**src/rtl/romulus_tk1_ctrl_if.sv**
```systemverilog
// Mode-controller <-> TK1 sequencer bundle: counter commands, call request, and TK1 register controls.
// The mode controller takes the master side and the sequencer takes the slave side. No backpressure: start is ignored unless the sequencer is idle.
interface romulus_tk1_ctrl_if;
  logic         cnt_rst;
  logic         cnt_inc;
  logic [7:0]   domain_dat;
  logic         start_vld;
  logic         busy;
  logic         done_vld;
  logic [5:0]   round_dat;
  logic         tk1_sel;
  logic         tk1_en;
  logic [127:0] tk1_init_dat;

  modport master (
    output cnt_rst, cnt_inc, domain_dat, start_vld,
    input  busy, done_vld, round_dat, tk1_sel, tk1_en, tk1_init_dat
  );

  modport slave (
    input  cnt_rst, cnt_inc, domain_dat, start_vld,
    output busy, done_vld, round_dat, tk1_sel, tk1_en, tk1_init_dat
  );
endinterface

```
**src/rtl/romulus_tk1_ctrl.sv**
```systemverilog
// Romulus-N TK1 sequencer: 56-bit LFSR block counter, domain byte, and TK1 load/step control for one TBC call.
// A call takes 1 LOAD cycle plus ROUNDS RUN cycles, with done in the final round. Start and counter commands are dropped while busy.
module romulus_tk1_ctrl #(
  parameter int unsigned ROUNDS = 40
) (
  input logic               clk_i,
  input logic               rst_i,
  romulus_tk1_ctrl_if.slave bus
);

  typedef enum logic [1:0] {
    IDLE = 2'd0,
    LOAD = 2'd1,
    RUN  = 2'd2
  } state_e;

  localparam logic [5:0] LAST_ROUND = 6'(ROUNDS - 1);

  state_e      state_q, state_d;
  logic [55:0] s_q, s_d;
  logic [7:0]  d_q, d_d;
  logic [5:0]  round_q, round_d;

  // Galois step for x^56+x^7+x^4+x^2+1; the all-zero state is never reached from 1
  function automatic logic [55:0] lfsr_step(input logic [55:0] s);
    logic [55:0] n;
    n    = {s[54:0], s[55]};
    n[7] = n[7] ^ s[55];
    n[4] = n[4] ^ s[55];
    n[2] = n[2] ^ s[55];
    return n;
  endfunction

  always_ff @(posedge clk_i) begin
    if (rst_i) begin
      state_q <= IDLE;
      s_q     <= 56'h1;
      d_q     <= 8'h00;
      round_q <= 6'd0;
    end else begin
      state_q <= state_d;
      s_q     <= s_d;
      d_q     <= d_d;
      round_q <= round_d;
    end
  end

  always_comb begin
    state_d      = state_q;
    s_d          = s_q;
    d_d          = d_q;
    round_d      = round_q;
    bus.busy     = 1'b0;
    bus.done_vld = 1'b0;
    bus.tk1_sel  = 1'b0;
    bus.tk1_en   = 1'b0;
    unique case (state_q)
      IDLE: begin
        // Counter update lands in the same cycle as start, so the call sees the new value
        if (bus.cnt_rst) begin
          s_d = 56'h1;
        end else if (bus.cnt_inc) begin
          s_d = lfsr_step(s_q);
        end
        if (bus.start_vld) begin
          d_d     = bus.domain_dat;
          state_d = LOAD;
        end
      end
      LOAD: begin
        bus.busy    = 1'b1;
        bus.tk1_sel = 1'b1;
        bus.tk1_en  = 1'b1;
        round_d     = 6'd0;
        state_d     = RUN;
      end
      RUN: begin
        bus.busy = 1'b1;
        if (round_q == LAST_ROUND) begin
          bus.done_vld = 1'b1;
          round_d      = 6'd0;
          state_d      = IDLE;
        end else begin
          bus.tk1_en = 1'b1;
          round_d    = round_q + 6'd1;
        end
      end
      default: state_d = IDLE;
    endcase
  end

  assign bus.round_dat    = round_q;
  assign bus.tk1_init_dat = {s_q[7:0], s_q[15:8], s_q[23:16], s_q[31:24],
                             s_q[39:32], s_q[47:40], s_q[55:48], d_q, 64'h0};

endmodule

```
**src/flat_wrapper.sv**
```systemverilog
// flat-port wrapper written by rule: the top's interface ports become plain ports
module romulus_tk1_ctrl_flat 
#(
  parameter int unsigned ROUNDS = 40
)
  (clk_i, rst_i, bus_cnt_rst, bus_cnt_inc, bus_domain_dat, bus_start_vld, bus_busy, bus_done_vld, bus_round_dat, bus_tk1_sel, bus_tk1_en, bus_tk1_init_dat);
  romulus_tk1_ctrl_if bus_i ();
  input logic clk_i;
  input logic rst_i;
  input wire logic [$bits(bus_i.cnt_rst)-1:0] bus_cnt_rst;
  input wire logic [$bits(bus_i.cnt_inc)-1:0] bus_cnt_inc;
  input wire logic [$bits(bus_i.domain_dat)-1:0] bus_domain_dat;
  input wire logic [$bits(bus_i.start_vld)-1:0] bus_start_vld;
  output wire logic [$bits(bus_i.busy)-1:0] bus_busy;
  output wire logic [$bits(bus_i.done_vld)-1:0] bus_done_vld;
  output wire logic [$bits(bus_i.round_dat)-1:0] bus_round_dat;
  output wire logic [$bits(bus_i.tk1_sel)-1:0] bus_tk1_sel;
  output wire logic [$bits(bus_i.tk1_en)-1:0] bus_tk1_en;
  output wire logic [$bits(bus_i.tk1_init_dat)-1:0] bus_tk1_init_dat;
  assign bus_i.cnt_rst = bus_cnt_rst;
  assign bus_i.cnt_inc = bus_cnt_inc;
  assign bus_i.domain_dat = bus_domain_dat;
  assign bus_i.start_vld = bus_start_vld;
  assign bus_busy = bus_i.busy;
  assign bus_done_vld = bus_i.done_vld;
  assign bus_round_dat = bus_i.round_dat;
  assign bus_tk1_sel = bus_i.tk1_sel;
  assign bus_tk1_en = bus_i.tk1_en;
  assign bus_tk1_init_dat = bus_i.tk1_init_dat;
  romulus_tk1_ctrl #(.ROUNDS(ROUNDS)) u_core (.clk_i(clk_i), .rst_i(rst_i), .bus(bus_i));
endmodule
```
**config.mk**
```make
export PLATFORM = sky130hd
export DESIGN_NAME = romulus_tk1_ctrl_flat
export DESIGN_NICKNAME = d
export VERILOG_FILES = /design/src/rtl/romulus_tk1_ctrl_if.sv /design/src/rtl/romulus_tk1_ctrl.sv /design/src/flat_wrapper.sv
export SDC_FILE = /design/constraint.sdc
export NUM_CORES = 1
export LEC_CHECK = 0
export ABC_CLOCK_PERIOD_IN_PS = 2700
export BUFFER_PORTS_ARGS = -buffer_cell sky130_fd_sc_hd__buf_2
export CORE_MARGIN = 3
export CORE_UTILIZATION = 50
export DETAILED_ROUTE_END_ITERATION = 6
export PLACE_DENSITY = 0.84
export SLEW_MARGIN = 15
export SYNTH_ARGS = -nofsm -noshare
export SYNTH_HDL_FRONTEND = slang
export SYNTH_SLANG_ARGS = --single-unit
```
**constraint.sdc**
```tcl
create_clock -name clk_i -period 2.7 [get_ports clk_i]
set_clock_uncertainty 0.2 [all_clocks]
set_input_delay 0.54 -clock clk_i [delete_from_list [all_inputs] [get_ports clk_i]]
set_output_delay 0.54 -clock clk_i [all_outputs]
set_load 0.02 [all_outputs]
```
==> results of run 1 <==
metal layers:
metal | GRT usage (%) | wire length, um | part of all wire, %
met1 | 20.3 | 2960 | 44
met2 | 28.0 | 3120 | 46
met3 | 4.70 | 529 | 7.9
met4 | 6.50 | 99 | 1.5
met5 | 0 | 0 | 0
sequential cells by signal, summed over array words and instances (netlist names):
signal,count
u_core.d_q,8
u_core.bus.round_dat,6
u_core.s_q,56
u_core.state_q,2
synthesized netlist by cell type, types with 4 or more instances:
cell type and count:
dfxtp_1 72, a21oi_1 69, buf_4 69, nor2_1 58, nor3b_1 53, clkbuf_1 13, nand2_1 13, nand3_1 12
buf_2 10, ha_1 5, inv_1 5, nor3_1 4, o21ai_0 4
metrics by stage:
stage / area [sq um] / cells / total power, mW / setup WS [ns] / util, %
floorplan: 3680 / 475 / 1.48 / 0.725 / -
global placement: 3660 / 548 / 1.47 / 0.489 / 56.0
detailed placement: 3660 / 548 / 1.47 / 0.448 / 56.0
CTS: 3860 / 564 / 2.33 / 0.303 / 59.1
global route: 3860 / 564 / 2.42 / 0.204 / 59.1
finish: 3860 / 564 / 2.31 / 0.317 / 59.1
layout make-up:
| class | count | area, sq um | share of cell area [%] |
|---|---|---|---|
| Clock buffer | 10 | 138 | 3.56 |
| Sequential cell | 72 | 1440 | 37.3 |
| Tap cell | 77 | 96.3 | 2.50 |
| Clock inverter | 6 | 67.6 | 1.75 |
| Timing Repair Buffer | 90 | 498 | 12.9 |
| Multi-Input combinational cell | 304 | 1600 | 41.5 |
| Inverter | 5 | 18.8 | 0.486 |
critical path, stage by stage, from the launching register on:
cell,delay [ns]
dfxtp_1,0.35
inv_1,0.09
ha_1,0.24
inv_1,0.13
a21oi_4,0.21
o21a_1,0.13
buf_2,0.15
logic make-up after synthesis:
logic type | Yosys count | share of synthesized area [%]
fa+ha+maj | 5 | 1.81
xor+xnor | 3 | 0.762
buf+inv | 99 | 18.9
mux | 1 | 0.290
other cells | 1 | 0.109
compound gates | 79 | 12.2
simple gates | 152 | 24.1
flops | 72 | 41.8
worst paths after layout:
path                     startpoint             end  cells past startpoint
setup / recovery  u_core.state_q[0]      bus_tk1_en                      6
hold / removal    bus_domain_dat[7]   u_core.d_q[7]                      3
setup reg to reg  u_core.state_q[1]  u_core.s_q[20]                      7
hold reg to reg       u_core.d_q[0]   u_core.d_q[0]                      2
power by group through the flow:
stage                     Clock, mW  Combinational, mW  Sequential [mW]
after floorplan                   0              0.351             1.13
after global placement            0              0.353             1.11
after detailed placement          0              0.359             1.12
after CTS                     0.885              0.359             1.09
after global routing          0.929              0.398             1.09
final                         0.862              0.361             1.09
==> metrics.txt, run 1 <==
# TYPE chip_impl_metric gauge
chip_impl_info{name="status",value="finished clean"} 1
chip_impl_metric{name="post_synth_instance_area",unit="sq um"} 3450
chip_impl_metric{name="cts_sinks",unit=""} 72
chip_impl_metric{name="time_the_worst_path_needs_with_i_o_delays_and_setup",unit="ns"} 2.38
chip_impl_info{name="final_common_cell",value="buf_2"} 1
chip_impl_metric{name="maximum_capacitance_violations",unit=""} 0
chip_impl_metric{name="via_count",unit=""} 2772
chip_impl_metric{name="crit_path_dat",unit="ns"} 1.64
chip_impl_metric{name="clkTransAtPathRegs",unit="ns"} 0.08
chip_impl_metric{name="netlist.area_leader.share",unit="%"} 41.8
chip_impl_metric{name="antenna_diodes",unit=""} 0
chip_impl_metric{name="tritoncts_buffer_count",unit=""} 9
chip_impl_metric{name="grt_start_max_net_pins",unit=""} 57
chip_impl_metric{name="ys_seq_elements",unit=""} 72
chip_impl_metric{name="netSwitchingFraction",unit="%"} 30.2
chip_impl_metric{name="power_frac_clock",unit="%"} 37.3
chip_impl_metric{name="ys_seq_area_share",unit="%"} 41.8
chip_impl_metric{name="timing_max_transition_violations_final",unit=""} 0
chip_impl_metric{name="die_w",unit="um"} 89.0
chip_impl_info{name="synth_area_leaders",value="dfxtp_1, buf_4, nor3b_1"} 1
chip_impl_metric{name="gp_congestion",unit=""} 0.869
chip_impl_metric{name="period_share",unit="%"} 88.3
chip_impl_metric{name="number_of_flops_mapped_to_enable_cells_by_yosys",unit=""} 0
chip_impl_metric{name="vias_per_cell",unit=""} 4.91
chip_impl_metric{name="antenna_violations_before_repair",unit=""} 0
chip_impl_metric{name="p_int",unit="mW"} 1.61
chip_impl_info{name="worstHoldPathType",value="in2reg"} 1
chip_impl_info{name="synthDominantAreaCellType",value="dfxtp_1"} 1
chip_impl_metric{name="clock_insertion_delay_worst_skew",unit="ns"} 0.34
chip_impl_metric{name="setup_violations",unit=""} 0
chip_impl_metric{name="route.final.wire_length",unit="um"} 6710
chip_impl_metric{name="fillerInstances",unit=""} 601
chip_impl_metric{name="global_route_wire_length_before_repair",unit="um"} 10700
chip_impl_metric{name="synth_async_sr_flop_share",unit="%"} 0
chip_impl_metric{name="wire_per_inst",unit="um"} 11.9
chip_impl_info{name="tritoncts_clock_tree",value="yes"} 1
chip_impl_metric{name="count_of_pins_on_the_block_boundary",unit=""} 151
chip_impl_info{name="final_cell_mix",value="buf_2, dfxtp_1, a21oi_1"} 1
chip_impl_metric{name="finalNetCount",unit=""} 500
chip_impl_metric{name="antenna_violating_nets_post_route",unit=""} 0
chip_impl_metric{name="post_synth.cell_area_avg",unit="sq um"} 8.37
chip_impl_metric{name="slew_headroom",unit="%"} 44.5
chip_impl_metric{name="cellPowerDensity",unit="nW/um^2"} 599
chip_impl_metric{name="required",unit="ns"} 1.96
chip_impl_metric{name="setup_total_negative_slack",unit="ns"} 0
chip_impl_metric{name="syn-instance-count",unit=""} 412
chip_impl_metric{name="number_of_global_route_vias_before_repair",unit=""} 2384
chip_impl_metric{name="hold_violations",unit=""} 0
chip_impl_metric{name="die_h",unit="um"} 89.0
chip_impl_metric{name="achievable-frequency",unit="MHz"} 420
chip_impl_metric{name="dr_drc_count",unit=""} 0
chip_impl_metric{name="ys.warnings.count",unit=""} 0
chip_impl_metric{name="area_growth_syn_to_layout",unit="%"} 12.0
chip_impl_metric{name="first_pass_iters",unit=""} 4
chip_impl_metric{name="drive_gt1_share",unit="%"} 23.0
chip_impl_metric{name="grt_overflow",unit=""} 0
chip_impl_metric{name="cts_setup_buffers",unit=""} 0
chip_impl_info{name="yosys_most_used_dff",value="dfxtp_1"} 1
chip_impl_metric{name="globalRouteTotalUtil",unit="%"} 16.7
chip_impl_metric{name="floorplan.die_area",unit="sq um"} 7930
chip_impl_metric{name="crit_fanout",unit=""} 6
chip_impl_info{name="worst_setup_path_start_kind",value="register"} 1
chip_impl_metric{name="coreArea",unit="sq um"} 6530
chip_impl_metric{name="dp.final_hpwl",unit="um"} 4590
chip_impl_metric{name="power_frac_seq",unit="%"} 47.1
chip_impl_metric{name="power.static_leakage",unit="nW"} 1.75
chip_impl_metric{name="portBuffers",unit=""} 86
chip_impl_metric{name="peakVddDrop",unit="mV"} 0.330
chip_impl_metric{name="num_rows",unit=""} 29
chip_impl_metric{name="worst_slew_pin_slew",unit="ns"} 0.830
chip_impl_info{name="timing.critical_path.to_type",value="output pin"} 1
chip_impl_info{name="worst-setup-path-type",value="reg2out"} 1
chip_impl_metric{name="clock_path_buffers",unit=""} 2
chip_impl_metric{name="number_of_instances_resized_during_post_cts_repair",unit=""} 0
chip_impl_info{name="rsz_0062_raised_after_global_routing",value="false"} 1
chip_impl_metric{name="ctsHtreeMaxLevel",unit=""} 3
chip_impl_metric{name="p_sw",unit="uW"} 700
chip_impl_metric{name="number_of_distinct_library_cells_after_synthesis",unit=""} 33
chip_impl_metric{name="initial_utilization",unit="%"} 52.8
chip_impl_info{name="root_buffer",value="clkbuf_8"} 1
chip_impl_metric{name="comb_power_share",unit="%"} 15.6
chip_impl_metric{name="r2r_setup_slack",unit="ns"} 0.52
chip_impl_metric{name="hold_buffers",unit=""} 0
chip_impl_metric{name="detail_route.iter0.violations",unit=""} 106
chip_impl_metric{name="fin_worst_hold_slack",unit="ns"} 0.246
(Power assumes the default switching activity.)
==> run 2: changes to the inputs <==
==> constraint.sdc (replaced) <==
create_clock -name clk_i -period 2.7 [get_ports clk_i]
set_clock_uncertainty 0.2 [all_clocks]
set_input_delay 0.405 -clock clk_i [delete_from_list [all_inputs] [get_ports clk_i]]
set_output_delay 0.405 -clock clk_i [all_outputs]
set_load 0.02 [all_outputs]
==> run 2 against run 1 <==
First-iteration DRC count is 27% higher. Setup slack better by 0.15 ns. Cell count stayed put.
==> metrics.txt, run 2 (synthesized netlist as in run 1, its figures left out) <==
# TYPE chip_impl_metric gauge
chip_impl_info{name="status",value="finished clean"} 1
chip_impl_metric{name="dp.cells",unit=""} 548
chip_impl_metric{name="die_h",unit="um"} 89.0
chip_impl_metric{name="hold_buffers",unit=""} 0
chip_impl_metric{name="finalNonFillerCells",unit=""} 564
chip_impl_info{name="final_common_cell",value="buf_2"} 1
chip_impl_metric{name="number_of_global_route_vias_before_repair",unit=""} 2356
chip_impl_metric{name="tritoncts_buffer_count",unit=""} 9
chip_impl_info{name="worst-setup-path-type",value="reg2out"} 1
chip_impl_metric{name="worstRegToRegCells",unit=""} 7
chip_impl_metric{name="globalRouteTotalUtil",unit="%"} 16.8
chip_impl_metric{name="count_of_pins_on_the_block_boundary",unit=""} 151
chip_impl_metric{name="vias_per_cell",unit=""} 4.83
chip_impl_metric{name="drive_gt1_share",unit="%"} 23.0
chip_impl_metric{name="hold_violations",unit=""} 0
chip_impl_metric{name="floorplan.die_area",unit="sq um"} 7930
chip_impl_metric{name="time_the_worst_path_needs_with_i_o_delays_and_setup",unit="ns"} 2.23
chip_impl_metric{name="gp_congestion",unit=""} 0.800
chip_impl_metric{name="critical_path.max_stage_delay",unit="ns"} 0.36
chip_impl_metric{name="setup_violations",unit=""} 0
chip_impl_metric{name="clkTransAtPathRegs",unit="ns"} 0.08
chip_impl_metric{name="finalNetCount",unit=""} 500
chip_impl_metric{name="timing_max_transition_violations_final",unit=""} 0
chip_impl_info{name="rsz_0062_raised_after_global_routing",value="false"} 1
chip_impl_metric{name="route.final.wire_length",unit="um"} 6750
chip_impl_metric{name="power_frac_seq",unit="%"} 49.2
chip_impl_metric{name="grt_start_max_net_pins",unit=""} 57
chip_impl_metric{name="power.static_leakage",unit="nW"} 1.75
chip_impl_info{name="max_flop_register",value="u_core.s_q"} 1
chip_impl_metric{name="crit_path_dat",unit="ns"} 1.63
chip_impl_metric{name="setup_total_negative_slack",unit="ns"} 0
chip_impl_metric{name="critical_path_buf_inv_count",unit=""} 1
chip_impl_metric{name="dp.final_hpwl",unit="um"} 4680
chip_impl_info{name="tritoncts_clock_tree",value="yes"} 1
chip_impl_info{name="crit_path_top_delay_cell",value="dfxtp_1"} 1
chip_impl_metric{name="area_growth_syn_to_layout",unit="%"} 11.3
chip_impl_info{name="worst_setup_path_start_kind",value="register"} 1
chip_impl_metric{name="p_int",unit="mW"} 1.52
chip_impl_metric{name="portBuffers",unit=""} 86
chip_impl_metric{name="clock_path_buffers",unit=""} 2
chip_impl_metric{name="maximum_capacitance_violations",unit=""} 0
chip_impl_metric{name="detail_route.iter0.violations",unit=""} 135
chip_impl_metric{name="slew_headroom",unit="%"} 38.0
chip_impl_metric{name="num_rows",unit=""} 29
chip_impl_metric{name="antenna_violating_nets_post_route",unit=""} 0
chip_impl_metric{name="first_pass_iters",unit=""} 4
chip_impl_info{name="final_cell_mix",value="buf_2, dfxtp_1, a21oi_1"} 1
chip_impl_metric{name="largest_reg_flops",unit=""} 56
chip_impl_metric{name="grt_overflow",unit=""} 0
chip_impl_metric{name="crit_fanout",unit=""} 6
chip_impl_info{name="crit_chain",value="ha_1 -> and3b_4 -> a21oi_4 -> o21a_1 -> buf_2"} 1
chip_impl_info{name="root_buffer",value="clkbuf_8"} 1
chip_impl_metric{name="required",unit="ns"} 2.10
chip_impl_metric{name="power_frac_clock",unit="%"} 34.4
chip_impl_metric{name="period_share",unit="%"} 82.7
chip_impl_metric{name="via_count",unit=""} 2726
chip_impl_info{name="worst_path_dominant_cell_family",value="flip-flops"} 1
chip_impl_metric{name="worstSetupPathDepth",unit=""} 5
chip_impl_metric{name="netSwitchingFraction",unit="%"} 31.4
chip_impl_metric{name="peakVddDrop",unit="mV"} 0.383
chip_impl_metric{name="number_of_instances_resized_during_post_cts_repair",unit=""} 0
chip_impl_metric{name="ctsHtreeMaxLevel",unit=""} 3
chip_impl_metric{name="cts_sinks",unit=""} 72
chip_impl_metric{name="antenna_diodes",unit=""} 0
chip_impl_metric{name="holdPathStages",unit=""} 3
chip_impl_metric{name="worst_slew_pin_slew",unit="ns"} 0.926
chip_impl_metric{name="global_route_wire_length_before_repair",unit="um"} 10600
chip_impl_metric{name="p_sw",unit="uW"} 695
chip_impl_metric{name="achievable-frequency",unit="MHz"} 448
chip_impl_metric{name="clock_insertion_delay_worst_skew",unit="ns"} 0.34
chip_impl_metric{name="cts_setup_buffers",unit=""} 0
chip_impl_info{name="timing.critical_path.to_type",value="output pin"} 1
chip_impl_metric{name="wire_per_inst",unit="um"} 12.0
chip_impl_info{name="worstHoldPathType",value="in2reg"} 1
chip_impl_metric{name="dr_drc_count",unit=""} 0
chip_impl_metric{name="comb_power_share",unit="%"} 16.4
chip_impl_metric{name="antenna_violations_before_repair",unit=""} 0
chip_impl_metric{name="initial_utilization",unit="%"} 52.8
chip_impl_metric{name="coreArea",unit="sq um"} 6530
chip_impl_metric{name="die_w",unit="um"} 89.0
chip_impl_metric{name="cellPowerDensity",unit="nW/um^2"} 577
[run 2: cell types whose count changed in the layout (fill, tap and decap cells not counted), sizes merged]
cell and change:
inv -1, clkinv +4, bufinv -1, clkinvlp -2
[run 2: worst min-delay path, delay by kind of cell]
kind | cells | cell delay (ns)
AO/OA/AOI/OAI | 1 | 0.05
buffers and inverters | 1 | 0.10
AND/OR/NAND/NOR | 1 | 0.06
[run 2: routing by layer]
layer	GRT usage (%)	wire length, um
met1	19.9	2860
met2	28.7	3320
met3	6.18	555
met4	4.87	15
met5	0	0
[run 2: per-stage QoR]
stage	hold slack [ns]	area (sq um)	utilization (%)	setup slack, ns	power [mW]
floorplan	0.251	3680	-	0.860	1.48
global placement	0.242	3660	56.0	0.599	1.47
detailed placement	0.243	3660	56.0	0.514	1.48
CTS	0.0979	3840	58.8	0.448	2.25
global route	0.102	3840	58.8	0.236	2.34
finish	0.122	3840	58.8	0.468	2.22
[run 2: power by group through the flow]
stage	Clock (mW)	Sequential [mW]	Combinational, mW
after global placement	0	1.11	0.354
after detailed placement	0	1.12	0.361
after floorplan	0	1.13	0.351
after CTS	0.794	1.09	0.362
after global routing	0.849	1.09	0.401
final	0.763	1.09	0.363
[run 2: cell type report]
| type | instances | area, sq um |
|---|---|---|
| multi-input combinational | 304 | 1600 |
| inverter | 5 | 18.8 |
| tap | 77 | 96.3 |
| fill | 625 | 2690 |
| clock inverter | 6 | 45.0 |
| timing repair buffer | 90 | 498 |
| sequential | 72 | 1440 |
| clock buffer | 10 | 138 |
[run 2: final timing paths]
path / slack, ns / end / startpoint
worst max-delay path: 0.47 / bus_tk1_en / u_core.bus.round_dat[0]
worst min-delay path: 0.12 / u_core.d_q[7] / bus_domain_dat[7]
worst max register to register: 0.50 / u_core.s_q[40] / u_core.state_q[1]
worst min register to register: 0.25 / u_core.d_q[0] / u_core.d_q[0]
==> run 3: changes to the inputs <==
Settings changed: ABC_CLOCK_PERIOD_IN_PS 2700 to 2000, CORE_UTILIZATION 50 to 43, PLACE_DENSITY 0.84 to 0.77.
Clock period 2.7 ns to 2 ns, I/O delays scaled along.
==> run 3 against run 2 <==
Routed wire length increased by 3.0%. Sequential power rose by 35%. Clock power rose by 47%. Critical path depth did not move. Final area increased by 3.0%. Core utilization decreased by 7.9 points. Critical endpoint unchanged.
==> metrics.txt, run 3 (synthesized netlist as in run 1, its figures left out) <==
# TYPE chip_impl_metric gauge
chip_impl_metric{name="p_total",unit="mW"} 3.11
chip_impl_metric{name="detail_route.iter0.violations",unit=""} 92
chip_impl_info{name="tritoncts_clock_tree",value="yes"} 1
chip_impl_metric{name="initial_utilization",unit="%"} 44.4
chip_impl_metric{name="tritoncts_buffer_count",unit=""} 9
chip_impl_metric{name="met2RoutedLength",unit="um"} 3140
chip_impl_info{name="highest_layer",value="met4"} 1
chip_impl_info{name="regToRegEndpoint",value="u_core.s_q[9]"} 1
chip_impl_info{name="max_flop_register",value="u_core.s_q"} 1
chip_impl_metric{name="cts_sinks",unit=""} 72
chip_impl_metric{name="p_sw",unit="uW"} 951
chip_impl_metric{name="route.final.wire_length",unit="um"} 6950
chip_impl_info{name="worst_setup_path_start_kind",value="register"} 1
chip_impl_metric{name="fillerInstances",unit=""} 744
chip_impl_metric{name="required",unit="ns"} 1.50
chip_impl_metric{name="r2r_setup_slack",unit="ns"} 0.24
chip_impl_metric{name="drive_gt1_share",unit="%"} 25.8
chip_impl_metric{name="timing_max_transition_violations_final",unit=""} 0
chip_impl_metric{name="worstRegToRegCells",unit=""} 7
chip_impl_metric{name="num_rows",unit=""} 32
chip_impl_info{name="root_buffer",value="clkbuf_8"} 1
chip_impl_info{name="crit_chain",value="ha_4 -> and3b_4 -> a21oi_4 -> o21a_1 -> buf_6"} 1
chip_impl_metric{name="hold_buffers",unit=""} 0
chip_impl_metric{name="floorplan.die_area",unit="sq um"} 9130
chip_impl_metric{name="antenna_violating_nets_post_route",unit=""} 0
chip_impl_metric{name="postLayoutSetupSlackWorst",unit="ns"} 0.0819
chip_impl_metric{name="cellPowerDensity",unit="nW/um^2"} 786
chip_impl_metric{name="fin_area",unit="sq um"} 3950
chip_impl_metric{name="antenna_diodes",unit=""} 0
chip_impl_metric{name="slew_headroom",unit="%"} 60.2
chip_impl_metric{name="number_of_global_route_vias_before_repair",unit=""} 2403
chip_impl_info{name="whs_endpoint",value="u_core.d_q[4]"} 1
chip_impl_info{name="final_common_cell",value="buf_2"} 1
chip_impl_metric{name="finalNonFillerCells",unit=""} 595
chip_impl_metric{name="portBuffers",unit=""} 86
chip_impl_info{name="crit_path_top_delay_cell",value="dfxtp_2"} 1
chip_impl_metric{name="antenna_violations_before_repair",unit=""} 0
chip_impl_metric{name="clock_insertion_delay_worst_skew",unit="ns"} 0.34
chip_impl_metric{name="coreArea",unit="sq um"} 7770
chip_impl_metric{name="p_int",unit="mW"} 2.16
chip_impl_metric{name="globalRouteTotalUtil",unit="%"} 15.0
chip_impl_metric{name="grt_overflow",unit=""} 0
chip_impl_metric{name="die_h",unit="um"} 95.6
chip_impl_metric{name="clock_path_buffers",unit=""} 2
chip_impl_metric{name="worst_slew_pin_slew",unit="ns"} 0.596
chip_impl_metric{name="dpl_cell_area",unit="sq um"} 3700
chip_impl_metric{name="area_growth_syn_to_layout",unit="%"} 14.7
chip_impl_metric{name="finalNetCount",unit=""} 506
chip_impl_metric{name="comb_power_share",unit="%"} 16.4
chip_impl_info{name="rsz_0062_raised_after_global_routing",value="true"} 1
chip_impl_metric{name="setup_violations",unit=""} 0
chip_impl_metric{name="dr_drc_count",unit=""} 0
chip_impl_metric{name="time_the_worst_path_needs_with_i_o_delays_and_setup",unit="ns"} 1.92
chip_impl_metric{name="power_frac_clock",unit="%"} 36.2
chip_impl_info{name="worst-setup-path-type",value="reg2out"} 1
chip_impl_metric{name="die_w",unit="um"} 95.6
chip_impl_metric{name="dp.cells",unit=""} 576
chip_impl_metric{name="ctsHtreeMaxLevel",unit=""} 3
chip_impl_metric{name="wl_met3",unit="um"} 734
chip_impl_metric{name="count_of_pins_on_the_block_boundary",unit=""} 151
chip_impl_metric{name="setup_total_negative_slack",unit="ns"} 0
chip_impl_metric{name="period_share",unit="%"} 95.9
chip_impl_metric{name="peakVddDrop",unit="mV"} 0.467
chip_impl_metric{name="crit_path_dat",unit="ns"} 1.42
chip_impl_metric{name="vias_per_cell",unit=""} 4.75
chip_impl_metric{name="netSwitchingFraction",unit="%"} 30.6
chip_impl_metric{name="critical_path.max_stage_delay",unit="ns"} 0.36
chip_impl_metric{name="holdPathStages",unit=""} 3
chip_impl_metric{name="global_route_wire_length_before_repair",unit="um"} 10900
chip_impl_metric{name="routedLengthMet1",unit="um"} 2940
chip_impl_info{name="worstHoldStart",value="bus_domain_dat[4]"} 1
chip_impl_metric{name="first_pass_iters",unit=""} 4
chip_impl_metric{name="gp_congestion",unit=""} 0.823
chip_impl_metric{name="achievable-frequency",unit="MHz"} 521
chip_impl_metric{name="clkTransAtPathRegs",unit="ns"} 0.08
chip_impl_metric{name="dp.final_hpwl",unit="um"} 4850
chip_impl_metric{name="via_count",unit=""} 2828
chip_impl_metric{name="wire_per_inst",unit="um"} 11.7
chip_impl_metric{name="grt_start_max_net_pins",unit=""} 57
chip_impl_metric{name="power.static_leakage",unit="nW"} 1.77
chip_impl_info{name="timing.critical_path.to_type",value="output pin"} 1
chip_impl_metric{name="crit_fanout",unit=""} 4
chip_impl_metric{name="hold_violations",unit=""} 0
chip_impl_metric{name="power_frac_seq",unit="%"} 47.4
chip_impl_info{name="final_cell_mix",value="buf_2, a21oi_1, dfxtp_1"} 1
chip_impl_metric{name="post-place-ws",unit="ns"} 0.209
chip_impl_info{name="status",value="finished clean"} 1
chip_impl_info{name="r2r_start",value="u_core.state_q[0]"} 1
chip_impl_info{name="worstHoldPathType",value="in2reg"} 1
chip_impl_metric{name="largest_reg_flops",unit=""} 56
chip_impl_metric{name="maximum_capacitance_violations",unit=""} 0
## run 3: critical path, delay by kind of cell, from the launching register on
kind,cells,cell delay [ns]
adders and majority gates,1,0.14
AOI/OAI and AO/OA,2,0.23
DFF,1,0.36
buffers and inverters,1,0.13
and+or+nand+nor,1,0.22
## run 3: power groups by stage
stage                     sequential [mW]  combinational [mW]  clock, mW
after floorplan                      1.53               0.474          0
after global placement               1.50               0.488          0
after detailed placement             1.51               0.498          0
after CTS                            1.47               0.505       1.16
after global routing                 1.48               0.566       1.23
final                                1.47               0.510       1.12
## run 3: timing repair
action                                  4_1_cts  5_1_grt
hold endpoints to repair                      0        0
endpoints found under the setup margin        2        1
cloned                                        0        0
setup buffers                                 3        0
resized for setup                             7        6
pin swaps                                     1        2
## run 3: worst max path at each step
| stage | startpoint | to | cells after the start |
|---|---|---|---|
| floorplan | u_core.bus.round_dat[0] | bus_tk1_en | 4 |
| global placement | u_core.state_q[0] | bus_tk1_en | 6 |
| detailed placement | u_core.state_q[0] | bus_tk1_en | 6 |
| CTS | u_core.bus.round_dat[1] | bus_tk1_en | 5 |
| global route | u_core.bus.round_dat[1] | bus_tk1_en | 5 |
| finish | u_core.bus.round_dat[1] | bus_tk1_en | 5 |
## run 3: area by class of cell
class | count | area [sq um] | share of cell area, %
multi-input cells | 304 | 1630 | 41.2
clock inverters | 7 | 71.3 | 1.80
clock buffers | 9 | 124 | 3.13
repair buffers | 96 | 537 | 13.6
well taps | 102 | 128 | 3.23
inverters | 5 | 18.8 | 0.475
flip-flops and latches | 72 | 1450 | 36.6
## run 3: metal layers
layer | global-route usage [%] | vias up
li1 | - | 1405
met1 | 17.7 | 1284
met2 | 24.3 | 125
met3 | 5.52 | 14
met4 | 6.75 | 0
met5 | 0 | -
## run 3: metrics by stage
| stage | util, % | hold slack, ns |
|---|---|---|
| after floorplan | - | 0.247 |
| after global placement | 47.6 | 0.238 |
| after detailed placement | 47.6 | 0.245 |
| after CTS | 50.5 | 0.00835 |
| after global routing | 50.9 | 0.0129 |
| final | 50.9 | 0.0220 |
